**config.mk**
```make
export PLATFORM = sky130hd
export DESIGN_NAME = imem_loader
export DESIGN_NICKNAME = d
export VERILOG_FILES = /design/src/rtl/imem_loader.sv
export SDC_FILE = /design/constraint.sdc
export NUM_CORES = 1
export LEC_CHECK = 0
export BUFFER_PORTS_ARGS = -buffer_cell sky130_fd_sc_hd__clkbuf_2
export CAP_MARGIN = 20
export CORE_ASPECT_RATIO = 1.4
export CORE_MARGIN = 2
export CORE_UTILIZATION = 35
export CTS_CLUSTER_SIZE = 12
export DETAILED_ROUTE_END_ITERATION = 10
export PLACE_DENSITY_LB_ADDON = 0.25
export SLEW_MARGIN = 20
export SYNTH_ARGS = -nofsm -noshare
export SYNTH_HDL_FRONTEND = slang
export SYNTH_SLANG_ARGS = --single-unit
```
**constraint.sdc**
```tcl
create_clock -name clk -period 2.3 [get_ports clk]
set_input_delay 0.345 -clock clk [delete_from_list [all_inputs] [get_ports clk]]
set_output_delay 0.345 -clock clk [all_outputs]
set_load 0.02 [all_outputs]
```
**src/rtl/imem_loader.sv**
```systemverilog
// Boot loader: length-prefixed byte stream into instruction memory.
// Holds the CPU until the image is written, then releases it.
module imem_loader #(
  parameter int ADDRESS_WIDTH = 10,
  parameter int TIMEOUT       = 1000000
) (
  input  logic                     clk,
  input  logic                     rst,
  input  logic                     start,
  input  logic [7:0]               rx_data,
  input  logic                     rx_valid,
  output logic                     rx_ready,
  output logic                     wr_en,
  output logic [ADDRESS_WIDTH-1:0] wr_addr,
  output logic [7:0]               wr_data,
  output logic                     cpu_hold,
  output logic                     done,
  output logic                     error,
  output logic [ADDRESS_WIDTH:0]   byte_count
);

  localparam int IW = (TIMEOUT > 1) ? $clog2(TIMEOUT) : 1;
  localparam logic [IW-1:0] IDLE_MAX = IW'(TIMEOUT - 1);
  localparam logic [31:0] MAX_LEN = 32'd1 << ADDRESS_WIDTH;

  typedef enum logic [2:0] {
    IDLE, HDR, LOAD, DONE, ERR
  } state_t;

  state_t state, state_d;

  logic [31:0]              len, len_d, len_next;
  logic [31:0]              count_next;
  logic [1:0]               hdr_cnt, hdr_cnt_d;
  logic [IW-1:0]            idle_cnt, idle_cnt_d;
  logic                     wr_en_d;
  logic [ADDRESS_WIDTH-1:0] wr_addr_d;
  logic [7:0]               wr_data_d;
  logic                     cpu_hold_d;
  logic                     done_d;
  logic                     error_d;
  logic [ADDRESS_WIDTH:0]   byte_count_d;
  logic                     take;

  assign rx_ready   = (state == HDR) || (state == LOAD);
  assign take       = rx_valid && rx_ready;
  assign len_next   = {len[23:0], rx_data};
  assign count_next = 32'(byte_count) + 32'd1;

  always_comb begin
    state_d      = state;
    len_d        = len;
    hdr_cnt_d    = hdr_cnt;
    idle_cnt_d   = idle_cnt;
    wr_en_d      = 1'b0;
    wr_addr_d    = wr_addr;
    wr_data_d    = wr_data;
    cpu_hold_d   = cpu_hold;
    done_d       = done;
    error_d      = error;
    byte_count_d = byte_count;

    unique case (state)
      IDLE, DONE, ERR: begin
        if (start) begin
          state_d      = HDR;
          cpu_hold_d   = 1'b1;
          done_d       = 1'b0;
          error_d      = 1'b0;
          byte_count_d = '0;
          hdr_cnt_d    = '0;
          idle_cnt_d   = '0;
        end else if (state == DONE) begin
          done_d     = 1'b1;
          cpu_hold_d = 1'b0;
        end else if (state == ERR) begin
          error_d    = 1'b1;
          cpu_hold_d = 1'b1;
        end
      end
      HDR: begin
        if (take) begin
          len_d      = len_next;
          hdr_cnt_d  = hdr_cnt + 2'd1;
          idle_cnt_d = '0;
          if (hdr_cnt == 2'd3) begin
            if (len_next == 32'd0) begin
              state_d = DONE;
            end else if (len_next > MAX_LEN) begin
              state_d = ERR;
              error_d = 1'b1;
            end else begin
              state_d = LOAD;
            end
          end
        end
      end
      LOAD: begin
        if (take) begin
          wr_en_d      = 1'b1;
          wr_addr_d    = byte_count[ADDRESS_WIDTH-1:0];
          wr_data_d    = rx_data;
          byte_count_d = count_next[ADDRESS_WIDTH:0];
          idle_cnt_d   = '0;
          if (count_next == len) begin
            state_d = DONE;
          end
        end
      end
      default: state_d = IDLE;
    endcase

    // a consumed byte always beats the timeout on the same edge
    if (rx_ready && !take) begin
      if (idle_cnt == IDLE_MAX) begin
        state_d = ERR;
        error_d = 1'b1;
      end else begin
        idle_cnt_d = idle_cnt + IW'(1);
      end
    end
  end

  always_ff @(posedge clk) begin
    if (!rst) begin
      state      <= IDLE;
      len        <= '0;
      hdr_cnt    <= '0;
      idle_cnt   <= '0;
      wr_en      <= 1'b0;
      wr_addr    <= '0;
      wr_data    <= '0;
      cpu_hold   <= 1'b0;
      done       <= 1'b0;
      error      <= 1'b0;
      byte_count <= '0;
    end else begin
      state      <= state_d;
      len        <= len_d;
      hdr_cnt    <= hdr_cnt_d;
      idle_cnt   <= idle_cnt_d;
      wr_en      <= wr_en_d;
      wr_addr    <= wr_addr_d;
      wr_data    <= wr_data_d;
      cpu_hold   <= cpu_hold_d;
      done       <= done_d;
      error      <= error_d;
      byte_count <= byte_count_d;
    end
  end

endmodule

```
Yosys cells after proc, flatten, opt, wreduce, memory -nomap -nowiden --
Index checks and enable logic that the tools add are counted. Widths: inputs -> output; s select.
Word-level totals: bits in registers 90, latch bits 0, RAM bits 0, ROM bits 0, input port bits 12, output and inout bits 34, memories 0
Operators by class: add/subtract/negate cells 3, $mul 0, div/mod/pow operators 0, magnitude comparators 1, eq/ne operators 10, shift operators 0, muxes and demuxes 37, bitwise logic cells 0, reductions and logical operators 19
Operator list (count):
- $mux 20 | 4
- $pmux 20 s2 | 1
- $eq 12x32->1 | 1
- $gt 32x11->1 const B | 1
- $logic_not 32->1 | 1
- $mux 3 | 9
- $mux 11 | 2
- $pmux 11 s2 | 1
- $add 20x1->20 const B | 1
- $eq 20x20->1 const B | 1
- $mux 1 | 15
- $add 11x1->12 const B | 1
- $reduce_and 2->1 | 5
- $pmux 3 s3 | 1
- $eq 3x2->1 const B | 2
- $ne 2x2->1 const B | 3
- $reduce_and 3->1 | 2
- $reduce_bool 2->1 | 3
- $mux 2 | 2
- $pmux 2 s2 | 1
- $eq 3x1->1 const B | 1
- $eq 3x3->1 const B | 1
- $logic_not 3->1 | 1
- $reduce_bool 3->1 | 1
- other kinds (8) | 9

Longest topological paths before layout --
word-level depth 8, depth in mapped cells 8, gate-level depth less buffers 7

Worst setup path after synthesis --
OpenSTA, ideal clock, no wires.
kind flip-flop to flip-flop, start register byte_count[0], end register state[0], library setup time 0.070 ns, arrival time 2.038 ns, required time 2.230 ns, setup slack 0.192 ns, cell stages (with the launch flop) 9, buffers on the path 1, period minus slack after synthesis 2.108 ns, cell sequence dfxtp_1 ha_1 and3_1 buf_2 nand4_1 xnor2_1 o2111ai_1 or4_1 a21oi_1
On the way: longest elaborated chain between the ends 7
RTL lines:
- start: declaration | RTL line 19 | output logic [ADDRESS_WIDTH:0] byte_count
- start signal: assignment | RTL line 148 | byte_count <= byte_count_d;
- $add 11x1->12 (*) | RTL line 48 | assign count_next = 32'(byte_count) + 32'd1;
- $eq 12x32->1 (*) | RTL line 105 | if (count_next == len) begin
- $mux 3 (*) | RTL line 105
- $mux 3 (*) | RTL line 99 | if (take) begin
- $pmux 3 s3 (*) | RTL line 63 | unique case (state)
- $mux 3 | RTL line 115 | if (idle_cnt == IDLE_MAX) begin
- $mux 3 (*) | RTL line 114 | if (rx_ready && !take) begin
- end signal: assignment | RTL line 138 | state <= state_d;
- end: declaration | RTL line 30 | state_t state, state_d;
Every way passes the cells marked *; elsewhere a longest branch is shown, timed or not. A chain may end at the register's enable or synchronous reset.

Worst setup path in the final report --
start register byte_count[1], end register state[0]
The elaborated chain is that of the path after synthesis.

==> out/qor.yml <==
run_status:
  status: "complete, no violations"
worst_setup_path:
  crit_type: "reg2reg"
  reg2reg_depth: 7
  cp-startpoint: "byte_count[1]"
  crit_fanout: 6
  critPathRequiredTime_ns: 2.58
  cp-start-kind: "register"
  crit_arrival_ns: 2.37
  regToRegEndpoint: "state[0]"
  crit-reg2reg-launch: "byte_count[1]"
  crit_end: "state[0]"
  r2r_setup_slack_ns: 0.21
  end_kind: "register"
sta:
  hold_viol: 0
  min_period_ns: 2.091
  tightest_slew_ns: 0.7589
  max_clock_freq_ghz: 0.4781
  setup_ws_ns: 0.2086
  setup_tns_ns: 0
  slew_headroom_pct: 49.41
  fin_skew_ns: 0.009539
  min_period_over_period_pct: 90.93
  finalMaxSlewViolations: 0
  rsz0062_at_grt: "no"
  final-setup-viol-count: 0
worst_hold_path:
  hp-start: "rx_data[1]"
  holdCritPathClass: "in2reg"
global_route:
  grt_use_total_pct: 17.12
  grt_pass1_vias: 3792
  grt-ovfl-total: 0
  grt_pass1_wl_um: 18290
  grt_max_degree: 72
  antenna_found_initial: 0
route:
  wire_per_inst_um: 14.70
  dr_total_vias: 3931
  drtPass1Iterations: 4
  dr.first_iter.drc_count: 176
  detail-route-antenna-nets: 0
  routed_wl_um: 10920
  via_per_inst: 5.291
  drc: 0
clock_tree:
  cts_max_path_buffers: 2
  htree_levels: 3
  cts_sinks: 90
  insertion_delay_ns: 0.34
  clkTransAtPathRegs_ns: 0.07
  cts_hold_buf: 0
  cts_tree: "built"
  ctsResizeCount: 0
  cts_buffers: 9
  cts_setup_buffers: 0
  clockRootBuffer: "clkbuf_16"
synthesis:
  synth_edf_count: 0
  yosysTopAreaCell: "dfxtp_1"
  synth_area_leaders: "dfxtp_1 43%, nand2_1 12%, a21oi_1 9.2%"
  synthTopCellsByCount: "130 x nand2_1, 90 x dfxtp_1, 78 x a21oi_1"
  synthSimpleGateAreaFrac_pct: 30.06
  yosys_warnings: 0
  synthDistinctLibCells: 52
  avgSynthCellArea_um2: 7.696
  synth_top_family_by_area: "simple AND/OR/NAND/NOR gates"
  yosys.cell_count.top_type: "nand2_1"
  yosysTopAreaCellShare_pct: 42.57
  syn_inst: 550
  ys_seq_area_share_pct: 42.57
  synth_compound_area_share_pct: 15.76
  synth_fa_ha_area_share_pct: 0.8868
  async_flop_share_pct: 0
  synth_xor_area_share_pct: 5.794
  synth-main-ff-cell: "dfxtp_1"
  synth_nets: 565
  yosys_register_bits: 90
  synthMuxAreaShare_pct: 0.4730
  synth_area_mm2: 0.004233
die:
  rows: 47
  fp.dieW_um: 96.94
  io_pins: 46
  die_area_mm2: 0.01300
  coreArea_mm2: 0.01182
  fp.dieH_um: 134.1
  initial_utilization_pct: 35.81
power_and_ir_drop:
  power_density_mw_per_mm2: 686.8
  finalPower_uw: 3417
  ir_worst_vdd_mv: 0.3721
  leakagePower_uw: 0.001798
placement:
  dpl.hpwl_um: 7820
  gp_congestion: 0.8440
  io_buffers: 45
  place_ws_ns: 0.1950
job:
  cap_viol_max_count: 0
cells_and_area:
  antenna_cells: 0
  drive_gt1_share_pct: 15.94
  syn2layout_area_growth_pct: 17.56
  nets: 606
  fin_util_pct: 42.10
-- sequential cells by signal, summed over array words and instances (netlist names) --
name        cells
error           1
idle_cnt       20
done            1
state           3
wr_data         8
wr_en           1
hdr_cnt         2
cpu_hold        1
wr_addr        10
len            32
byte_count     11
-- cell families after synthesis --
group | count (synthesis)
AND/OR/NAND/NOR | 270
XOR/XNOR | 28
multiplexers | 2
AO/OA/AOI/OAI | 118
flip-flops | 90
adder cells (fa/ha/maj) | 3
buffers and inverters | 39
-- layer usage --
layer | wire length, um | track usage [%] | share of wire (%)
met1 | 4582 | 19.11 | 42
met2 | 5762 | 31.33 | 53
met3 | 309 | 3.804 | 2.8
met4 | 269 | 6.964 | 2.5
met5 | 0 | 0 | 0
-- cell usage in the layout, fill, tap and decap left out, types with 2 or more instances in the layout --
cell         n
o21ai_1      5
clkbuf_16    9
and4_1       6
nand3_1     18
inv_6        2
and2_1       3
inv_2        3
o2111ai_1    2
xnor2_1     15
nand2b_1     6
or4_1        2
nor2_1      44
a22oi_1      2
bufinv_16    2
dfxtp_1     90
buf_4       20
or3_1        6
nor4_1      12
nor3_1      13
nand4_1     11
xor2_1      13
a211oi_1     3
clkinv_4     2
mux2i_1      2
ha_1         3
nand3b_1     2
a21oi_1     78
nor2b_1      4
and3_2       2
o21ai_0     12
a31oi_1      5
clkbuf_2    45
nand2_1    130
-- worst min-delay path by stage --
stage          slack (ns)          end  cells after the start
3_5_place_dp         0.45   wr_data[5]                      2
4_1_cts              0.24       len[1]                      3
6_report             0.25       len[1]                      3
2_1_floorplan        0.44  idle_cnt[4]                      1
3_3_place_gp         0.44   wr_data[5]                      2
5_1_grt              0.25       len[6]                      3
-- worst max-delay path, stage by stage (launching register included) --
cell and delay [ns]:
dfxtp_1 0.43, ha_1 0.25, and3_2 0.27, nand4_1 0.18
xnor2_1 0.21, o2111ai_1 0.12, or4_1 0.42, a21oi_1 0.15
-- metrics by stage --
step / hold WS, ns / instances / cell area, um2
2_1_floorplan: 0.4356 / 550 / 4233
3_3_place_gp: 0.4420 / 727 / 4641
3_5_place_dp: 0.4481 / 727 / 4641
4_1_cts: 0.2395 / 743 / 4975
5_1_grt: 0.2507 / 743 / 4976
6_report: 0.2489 / 743 / 4976
-- area by class of cell --
class | count | area (um2)
timing repair buffer | 66 | 395.4
multi-input combinational | 421 | 2250
clock buffer | 10 | 239.0
fill | 1181 | 6844
inverter | 3 | 11.26
tap | 147 | 183.9
clock inverter | 6 | 95.09
sequential | 90 | 1802
-- power by group --
group          leakage (uW)  total [uW]  switching [uW]  internal [uW]
registers          0.000726        1590            15.9           1570
logic              0.000908         192             128           64.1
clock network      0.000164        1640             646            993
total               0.00180        3420             790           2630
Power figures use the tool's default switching activity.
